===== src/rtl/matrix_byte_loader.sv =====
// Packs a row-major N x N byte stream (N = 2..5) into a 5x5-slot matrix word
// and holds it under a valid/ack handshake until the consumer takes it.
module matrix_byte_loader #(
  parameter int unsigned ELEM_W  = 8,
  parameter int unsigned DIM_MAX = 5
) (
  input  logic                               clk,
  input  logic                               rst_n,
  input  logic                               start,
  input  logic                               abort,
  input  logic [1:0]                         matrix_size,
  input  logic [ELEM_W-1:0]                  data_in,
  input  logic                               data_valid,
  output logic                               data_ready,
  output logic [DIM_MAX*DIM_MAX*ELEM_W-1:0]  matrix_out,
  output logic                               matrix_valid,
  input  logic                               matrix_ack,
  output logic                               busy,
  output logic [4:0]                         elem_count
);

  localparam int unsigned MAT_W = DIM_MAX * DIM_MAX * ELEM_W;

  typedef enum logic [1:0] {
    ST_IDLE = 2'd0,
    ST_LOAD = 2'd1,
    ST_DONE = 2'd2
  } state_e;

  state_e           state_q, state_d;
  logic [2:0]       n_q, n_d;
  logic [2:0]       row_q, row_d;
  logic [2:0]       col_q, col_d;
  logic [4:0]       cnt_q, cnt_d;
  logic [MAT_W-1:0] mat_q, mat_d;
  logic             ready_q, valid_q, busy_q;

  logic [4:0]       slot_idx;
  logic [7:0]       bit_off;
  logic             last_elem;

  // Slot of the element at the current (row, col) cursor
  assign slot_idx  = 5'(row_q) * 5'(DIM_MAX) + 5'(col_q);
  assign bit_off   = 8'(slot_idx) * 8'(ELEM_W);
  assign last_elem = (row_q == n_q - 3'd1) && (col_q == n_q - 3'd1);

  always_comb begin
    state_d = state_q;
    n_d     = n_q;
    row_d   = row_q;
    col_d   = col_q;
    cnt_d   = cnt_q;
    mat_d   = mat_q;

    if (abort) begin
      // Cancel wins over everything; the partial buffer is left as-is
      state_d = ST_IDLE;
      cnt_d   = 5'd0;
    end else begin
      unique case (state_q)
        ST_IDLE: begin
          if (start) begin
            state_d = ST_LOAD;
            n_d     = 3'(matrix_size) + 3'd2;
            row_d   = 3'd0;
            col_d   = 3'd0;
            cnt_d   = 5'd0;
            mat_d   = '0;
          end
        end
        ST_LOAD: begin
          if (data_valid) begin
            mat_d[bit_off +: ELEM_W] = data_in;
            cnt_d = cnt_q + 5'd1;
            if (col_q == n_q - 3'd1) begin
              col_d = 3'd0;
              row_d = row_q + 3'd1;
            end else begin
              col_d = col_q + 3'd1;
            end
            if (last_elem) state_d = ST_DONE;
          end
        end
        ST_DONE: begin
          if (matrix_ack) state_d = ST_IDLE;
        end
        default: state_d = ST_IDLE;
      endcase
    end
  end

  // Handshake flags are registered from the next state so they track state_q
  always_ff @(posedge clk or negedge rst_n) begin
    if (!rst_n) begin
      state_q <= ST_IDLE;
      n_q     <= 3'd2;
      row_q   <= 3'd0;
      col_q   <= 3'd0;
      cnt_q   <= 5'd0;
      mat_q   <= '0;
      ready_q <= 1'b0;
      valid_q <= 1'b0;
      busy_q  <= 1'b0;
    end else begin
      state_q <= state_d;
      n_q     <= n_d;
      row_q   <= row_d;
      col_q   <= col_d;
      cnt_q   <= cnt_d;
      mat_q   <= mat_d;
      ready_q <= (state_d == ST_LOAD);
      valid_q <= (state_d == ST_DONE);
      busy_q  <= (state_d != ST_IDLE);
    end
  end

  assign data_ready   = ready_q;
  assign matrix_valid = valid_q;
  assign busy         = busy_q;
  assign elem_count   = cnt_q;
  assign matrix_out   = mat_q;

endmodule


===== config.mk =====
export PLATFORM = sky130hd
export DESIGN_NAME = matrix_byte_loader
export DESIGN_NICKNAME = d
export VERILOG_FILES = /design/src/rtl/matrix_byte_loader.sv
export SDC_FILE = /design/constraint.sdc
export NUM_CORES = 1
export LEC_CHECK = 0
export CAP_MARGIN = 30
export CORE_ASPECT_RATIO = 2
export CORE_MARGIN = 4
export CORE_UTILIZATION = 53
export CTS_CLUSTER_SIZE = 14
export DETAILED_ROUTE_END_ITERATION = 8
export PLACE_DENSITY_LB_ADDON = 0.05
export SLEW_MARGIN = 20
export SYNTH_ARGS = -nofsm -noshare
export SYNTH_HDL_FRONTEND = slang
export SYNTH_SLANG_ARGS = --single-unit
export TNS_END_PERCENT = 50

===== constraint.sdc =====
create_clock -name clk -period 6.9 [get_ports clk]
set_input_delay 1.725 -clock clk [delete_from_list [all_inputs] [get_ports clk]]
set_output_delay 1.725 -clock clk [all_outputs]
set_load 0.05 [all_outputs]

== Word level (Yosys, flattened, before mapping) ==
Index checks and enable logic that the tools add are counted.

* Add/subtract/negate cells: 7
* $mul: 1
* Div/mod/pow operators: 0
* Magnitude comparators: 0
* Equality and inequality tests: 11
* Shifts and indexed selects: 2
* Muxes and demuxes: 21
* Bitwise logic cells: 1
* Reductions and logical operators: 9

{| class="wikitable"
|+ Operator list
! kind !! number
|-
| 2-to-1 mux 200 bit || 2
|-
| case mux 200 bit (2 select lines) || 1
|-
| bitwise mux 200 bit || 1
|-
| variable shift 8 x 10 -> 200 bit, first input constant || 1
|-
| variable part select 8 x 10 -> 200 bit || 1
|-
| 2-to-1 mux 3 bit || 5
|-
| 2-to-1 mux 5 bit || 3
|-
| case mux 3 bit (2 select lines) || 2
|-
| 2-to-1 mux 2 bit || 5
|-
| negator 8 -> 10 bit || 1
|-
| case mux 5 bit (2 select lines) || 1
|-
| adder 3 x 1 -> 3 bit, second input constant || 2
|-
| equality test 3 bit || 2
|-
| != test 2 bit, second input constant || 3
|-
| != test 3 bit, second input constant || 2
|-
| case mux 2 bit (3 select lines) || 1
|-
| AND reduction 3 bit || 2
|-
| adder 5 x 1 -> 5 bit, second input constant || 1
|-
| adder 5 x 3 -> 5 bit || 1
|-
| multiplier 3 x 3 -> 5 bit, second input constant || 1
|-
| AND reduction 5 bit || 1
|-
| equality test 2 x 1 -> 1 bit, second input constant || 2
|-
| equality test 2 bit, second input constant || 2
|-
| AND reduction 4 bit || 1
|-
| 7 further kinds || 8
|}

* Flip-flop bits (word level): 219
* Latch bits: 0
* Bits in writable memories: 0
* Memory bits (read-only): 0
* Input port bits: 16
* Output and inout port bits: 208
* Logic and storage cells: 61
* Memories: 0

== Logic depth before layout (Yosys ltp) ==
Gate-level depths: netlist (run 1).

* Word-level depth: 8
* Depth in mapped cells: 11
* Gate-level depth less buffers: 10

== Least setup slack after synthesis (run 1) ==
OpenSTA, ideal clock, no wires.

* Path kind: input-to-reg
* From: in abort
* To: reg row_q[0]
* Setup time: 0.128 ns
* Arrival: 3.233 ns
* Required time: 6.772 ns
* Setup slack: 3.539 ns
* Stages on the path: 5
* Buffers on the path: 2
* Path through: clkbuf_1 -> or4_4 -> buf_6 -> o31ai_4 -> mux2_1

* Word-level cells in the longest chain between the ends: 2

{| class="wikitable"
|+ RTL lines
! what !! line !! RTL
|-
| from (decl) || 10 || <nowiki>input logic abort,</nowiki>
|-
| NOT 1 bit (no source line) || n/a ||
|-
| AND reduction 5 bit (no source line) || n/a ||
|-
| to (signal assigned) || 107 || <nowiki>row_q <= row_d;</nowiki>
|-
| to (decl) || 32 || <nowiki>logic [2:0] row_q, row_d;</nowiki>
|}

Every way passes these cells.
A chain may end at the register's enable or synchronous reset.

== Worst setup path in the final report (run 1) ==
* From: in abort
* To: reg mat_q[4] (netlist: matrix_out[4])

* Word-level cells in the longest chain between the ends: 2

{| class="wikitable"
|+ RTL lines
! what !! line !! RTL
|-
| NOT 1 bit (no source line) || n/a ||
|-
| AND reduction 4 bit (no source line) || n/a ||
|-
| to (signal assigned) || 110 || <nowiki>mat_q <= mat_d;</nowiki>
|-
| to (decl) || 35 || <nowiki>logic [MAT_W-1:0] mat_q, mat_d;</nowiki>
|}

Every way passes these cells.

==> impl_metrics.env, run 1 <==
export IMPL_synthMuxAreaShare_pct=0.349
export IMPL_wl_um=28200
export IMPL_startpoint_type="primary input"
export IMPL_clock_path_buffers=3
export IMPL_p_seq_share_pct=40.3
export IMPL_worstHoldPathCells=2
export IMPL_slew_headroom_pct=38.5
export IMPL_reg2reg_depth=9
export IMPL_dpl_cell_area_um2=11400
export IMPL_required_ns=7.32
export IMPL_drv_slew=0
export IMPL_final_hold_viol_count=0
export IMPL_finalWeightedCongestion=0.966
export IMPL_grt_usage_pct=29.6
export IMPL_synth_cells=687
export IMPL_cts_buffers=20
export IMPL_async_reset_ff_share_pct=100
export IMPL_synth_top_family_by_area="compound AO/OA/AOI/OAI gates"
export IMPL_avgSynthCellArea_um2=13.1
export IMPL_yosysWarnings=0
export IMPL_start_util_pct=53.7
export IMPL_cts_root_buffer="clkbuf_16"
export IMPL_grt_pass1_wl_um=44000
export IMPL_layout_drive_gt1_share_pct=8.55
export IMPL_drtAntennaViolNets=0
export IMPL_critPathKind="primary input to flop"
export IMPL_synth_top_cell_area_share_pct=60.8
export IMPL_h_tree_depth=1
export IMPL_cp_arrival_ns=4.50
export IMPL_max_clock_freq_mhz=245
export IMPL_nets=933
export IMPL_synth_cell_types=55
export IMPL_power_switching_uw=1280
export IMPL_antenna_found_initial=0
export IMPL_placed_cells=1088
export IMPL_cts_setup_buffers=0
export IMPL_dp_hpwl_um=20000
export IMPL_setup_slack_ns=2.82
export IMPL_p_per_area_nw_per_um2=293
export IMPL_p_leak_uw=0.00515
export IMPL_die_x_um=100
export IMPL_setup_tns_ns=0
export IMPL_yosys_top_cells_area="dfrtp_1, a22o_1, a32o_1, o2bb2ai_1, nand2_1"
export IMPL_cap_violations=0
export IMPL_vdd_drop_max_v=0.000208
export IMPL_setup_violations=0
export IMPL_synthSimpleGateAreaFrac_pct=8.14
export IMPL_std_cell_rows=67
export IMPL_comb_power_share_pct=30.1
export IMPL_synth_ff_type="dfrtp_1"
export IMPL_yosysSeqAreaShare_pct=61.1
export IMPL_grt_pass1_vias=7673
export IMPL_io_buffers=223
export IMPL_synth_xor_area_share_pct=1.45
export IMPL_cts_resized=0
export IMPL_clkTransAtPathRegs_ns=0.07
export IMPL_period_minus_slack_ns=4.08
export IMPL_synth_fa_ha_area_share_pct=2.04
export IMPL_clk_insertion_delay_late_ns=0.49
export IMPL_end_kind="flop"
export IMPL_ys_seq_elements=219
export IMPL_yosys_area_top_type="dfrtp_1"
export IMPL_grt_start_max_net_pins=97
export IMPL_drcViolationCount=0
export IMPL_synth_edf_count=0
export IMPL_num_vias=7154
export IMPL_skew_ns=0.00609
export IMPL_drt_first_pass_iters=5
export IMPL_place_ws_ns=2.37
export IMPL_grt_overflow_total=0
export IMPL_min_path_type="flop to flop"
export IMPL_insertedDiodeCount=0
export IMPL_switching_share_pct=36.4
export IMPL_fin_crit_sh_pct=59.1
export IMPL_post_drt_wl_per_cell_um=25.2
export IMPL_synth_cell_area_um2=8970
export IMPL_internal_power_uw=2230
export IMPL_worst_pin_slew_ns=0.921
export IMPL_p_clk_share_pct=29.6
export IMPL_fillCellCount=1186
export IMPL_die_y_um=192
export IMPL_viasPerCell=6.39
export IMPL_synth_compound_area_share_pct=24.5
export IMPL_status="finished clean"
export IMPL_cts_tree="yes"
export IMPL_area_growth_syn_to_layout_pct=33.5
export IMPL_finalPower_uw=3510
export IMPL_instances_no_fill=1119
export IMPL_final_area_um2=12000
export IMPL_cts_sinks=219
export IMPL_drt_iter0_drc=428
export IMPL_ios=224
export IMPL_cts_hold_buffers=0
export IMPL_crit_fanout=12
export IMPL_syn_num_nets=717
export IMPL_rsz0062_at_grt="false"
export IMPL_die_area_um2=19200
export IMPL_coreArea_um2=16700
worst max-delay path: stages:
cell and delay [ns]:
clkdlybuf4s50_1 0.57, or3_1 0.68, nor2_1 0.63, nand2_1 0.30, nor2_2 0.38, a22o_1 0.21
cell type report:
cell class / count / area, um2 / area share (%)
multi-input cells: 421 / 3280 / 27.4
clock buffers: 29 / 586 / 4.89
clock inverters: 2 / 12.5 / 0.105
repair buffers: 235 / 2330 / 19.4
inverters: 6 / 22.5 / 0.188
well taps: 207 / 259 / 2.16
flip-flops and latches: 219 / 5480 / 45.8
final timing paths:
path / start / end / slack [ns]
worst max-delay path: abort / matrix_out[4] / 2.82
worst min-delay path: matrix_out[80] / matrix_out[80] / 0.49
worst max register to register: row_q[0] / matrix_out[140] / 2.89
worst min register to register: matrix_out[80] / matrix_out[80] / 0.49
max in group asynchronous: rst_n / row_q[1] / 4.28
min in group asynchronous: rst_n / matrix_out[103] / 1.28
power groups by stage:
| stage | clock, uW | sequential, uW | combinational (uW) |
|---|---|---|---|
| 6_report | 1040 | 1410 | 1060 |
| 5_1_grt | 1100 | 1420 | 1120 |
| 4_1_cts | 1050 | 1410 | 1050 |
| 3_5_place_dp | 0 | 1430 | 1050 |
| 3_3_place_gp | 0 | 1430 | 1010 |
| 2_1_floorplan | 0 | 1620 | 518 |
sequential cells by signal, summed over array words and instances, names as in the netlist:
signal        count
row_q             3
state_q           2
matrix_out      200
elem_count        5
data_ready        1
n_q               3
busy              1
matrix_valid      1
col_q             3
kinds of logic after synthesis:
| logic type | after synthesis |
|---|---|
| compound gates | 258 |
| xor+xnor | 14 |
| fa+ha+maj | 14 |
| buf+inv | 47 |
| flops | 219 |
| mux | 3 |
| simple gates | 132 |
layer usage:
metal / part of all wire, % / wire length (um) / global-route usage [%]
met1: 35 / 9750 / 33.9
met2: 55 / 15400 / 54.0
met3: 6.1 / 1720 / 4.54
met4: 4.5 / 1260 / 12.7
met5: 0 / 0 / 0
Yosys cell counts, drive strengths merged, types with 13 or more instances:
master and number:
a21oi 18, a22o 73, a32o 59, buf 19, clkbuf 22, dfrtp 218
ha 13, nand2 56, nor2 29, o21ai 30, o2bb2ai 61
layout by cell type, fill, tap and decap left out, types with 2 or more instances in the layout:
| cell | instances |
|---|---|
| a2111oi_0 | 3 |
| a21o_1 | 4 |
| and3_1 | 3 |
| nor2b_1 | 2 |
| or4_1 | 2 |
| a21oi_1 | 7 |
| or3_1 | 4 |
| o21a_1 | 3 |
| nand3_1 | 12 |
| clkbuf_1 | 5 |
| nor2_4 | 3 |
| o2bb2ai_1 | 61 |
| nor2_1 | 18 |
| clkdlybuf4s50_1 | 222 |
| nor4b_4 | 2 |
| inv_1 | 6 |
| ha_1 | 13 |
| a21oi_2 | 11 |
| buf_4 | 12 |
| nand2b_1 | 4 |
| or2_2 | 2 |
| nand2_1 | 54 |
| nor3_2 | 2 |
| o21ai_1 | 6 |
| nor3_1 | 2 |
| o2111ai_1 | 2 |
| and2_1 | 3 |
| a32o_1 | 59 |
| o21ai_0 | 23 |
| clkbuf_16 | 21 |
| mux2i_1 | 2 |
| nor2_2 | 8 |
| a22o_1 | 73 |
| nand2_2 | 2 |
| xor2_1 | 11 |
| xnor2_1 | 2 |
| clkbuf_8 | 4 |
| dfrtp_1 | 218 |
per-stage QoR:
step	hold slack [ns]	util [%]
6_report	0.487	71.7
5_1_grt	0.506	71.7
4_1_cts	0.487	71.7
3_5_place_dp	0.473	68.2
3_3_place_gp	0.475	68.1
2_1_floorplan	0.465	-
(Power assumes the default switching activity.)
==> inputs of run 2 (changes only) <==
- CORE_UTILIZATION: 53 -> 49
- clock period: 6.9 -> 4.16 ns (I/O delays scaled with it)
==> impl_metrics.env, run 2 (same netlist as run 1, synthesis figures left out) <==
export IMPL_drv_slew=0
export IMPL_start_util_pct=50.2
export IMPL_startpoint_type="flop"
export IMPL_insertedDiodeCount=0
export IMPL_grt_usage_pct=27.1
export IMPL_cts_root_buffer="clkbuf_16"
export IMPL_final_hold_viol_count=0
export IMPL_cts_resized=0
export IMPL_io_buffers=223
export IMPL_nets=943
export IMPL_min_path_type="flop to flop"
export IMPL_grt_pass1_vias=7633
export IMPL_crit_fanout=8
export IMPL_clock_path_buffers=3
export IMPL_final_cell_mix="clkdlybuf4s50_1, dfrtp_1, a22o_1"
export IMPL_drt_first_pass_iters=4
export IMPL_required_ns=4.58
export IMPL_cts_sinks=219
export IMPL_num_vias=7078
export IMPL_die_y_um=199
export IMPL_fin_crit_sh_pct=87.2
export IMPL_period_minus_slack_ns=3.63
export IMPL_setup_violations=0
export IMPL_mostFrequentLayoutCell="clkdlybuf4s50_1"
export IMPL_cts_setup_buffers=0
export IMPL_drtAntennaViolNets=0
export IMPL_p_per_area_nw_per_um2=485
export IMPL_drcViolationCount=0
export IMPL_fillCellCount=1346
export IMPL_drt_iter0_drc=366
export IMPL_grt_pass1_wl_um=44200
export IMPL_viasPerCell=6.22
export IMPL_ios=224
export IMPL_cts_buffers=20
export IMPL_cts_tree="yes"
export IMPL_cts_hold_buffers=0
export IMPL_worst_pin_slew_ns=0.804
export IMPL_dp_hpwl_um=21300
export IMPL_grt_overflow_total=0
export IMPL_post_drt_wl_per_cell_um=24.9
export IMPL_place_ws_ns=0.515
export IMPL_layout_drive_gt1_share_pct=9.62
export IMPL_area_growth_syn_to_layout_pct=34.6
export IMPL_status="finished clean"
export IMPL_die_x_um=104
export IMPL_multi_input_area_um2=3270
export IMPL_skew_ns=0.00801
export IMPL_die_area_um2=20700
export IMPL_vdd_drop_max_v=0.000366
export IMPL_seqCellArea_um2=5480
export IMPL_rsz0062_at_grt="false"
export IMPL_std_cell_rows=69
export IMPL_end_kind="flop"
export IMPL_clkTransAtPathRegs_ns=0.06
export IMPL_clk_insertion_delay_late_ns=0.49
export IMPL_coreArea_um2=17900
export IMPL_finalWeightedCongestion=0.944
export IMPL_cap_violations=0
export IMPL_largest_register_ffs=200
export IMPL_setup_slack_ns=0.534
export IMPL_grt_start_max_net_pins=99
export IMPL_critPathKind="flop to flop"
export IMPL_cp_arrival_ns=4.05
export IMPL_max_clock_freq_mhz=276
export IMPL_p_leak_uw=0.00521
export IMPL_wl_um=28400
export IMPL_slew_headroom_pct=46.2
export IMPL_antenna_found_initial=0
export IMPL_setup_tns_ns=0
export IMPL_h_tree_depth=1
run 2: cell types whose count changed in the layout (fill, tap and decap cells not counted), sizes merged:
cell	delta
buf	+10
clkbuf	+2
clkinv	+2
clkinvlp	-1
run 2: worst max-delay path, cell delays in order (launching register included):
cell and delay, ns:
dfrtp_1 0.45, ha_1 0.34, ha_1 0.32, ha_1 0.29, and3_1 0.22, o21ai_0 0.51
nand2_2 0.24, nor2_1 0.45, nor4b_4 0.53, a22o_1 0.21
run 2: where the power goes:
group,leakage [uW],switching [uW],internal [uW]
Combinational,0.00187,1280,495
Sequential,0.00304,93.2,2240
Clock,0.000300,764,979
run 2: path summary, 6_finish.rpt:
| path | to | slack, ns | cells past startpoint | startpoint |
|---|---|---|---|---|
| setup reg to reg | matrix_out[13] | 0.53 | 9 | row_q[0] |
| hold / removal | matrix_out[81] | 0.49 | 2 | matrix_out[81] |
| max in group asynchronous | matrix_out[190] | 2.67 | 2 | rst_n |
| min in group asynchronous | matrix_out[102] | 0.62 | 1 | rst_n |
| hold reg to reg | matrix_out[81] | 0.49 | 2 | matrix_out[81] |
| setup / recovery | matrix_out[13] | 0.53 | 9 | row_q[0] |
run 2: layer usage:
| layer | wire length [um] | track usage [%] |
|---|---|---|
| met1 | 10100 | 29.7 |
| met2 | 15200 | 51.0 |
| met3 | 1730 | 4.62 |
| met4 | 1340 | 12.4 |
| met5 | 0 | 0 |
run 2: metrics by stage:
step	util [%]	hold slack, ns	total power (uW)	std cells	cell area [um2]
2_1_floorplan	-	0.465	3540	687	8970
3_3_place_gp	64.1	0.473	4110	1104	11500
3_5_place_dp	64.1	0.473	4130	1104	11500
4_1_cts	67.5	0.488	5870	1138	12100
5_1_grt	67.5	0.511	6090	1138	12100
6_report	67.5	0.486	5850	1138	12100
run 2: cell type report:
type	instances	area share (%)
Clock buffer	31	4.91
Clock inverter	3	0.124
Inverter	6	0.187
Multi-Input combinational cell	421	27.1
Sequential cell	219	45.4
Tap cell	213	2.21
Timing Repair Buffer	245	20.0
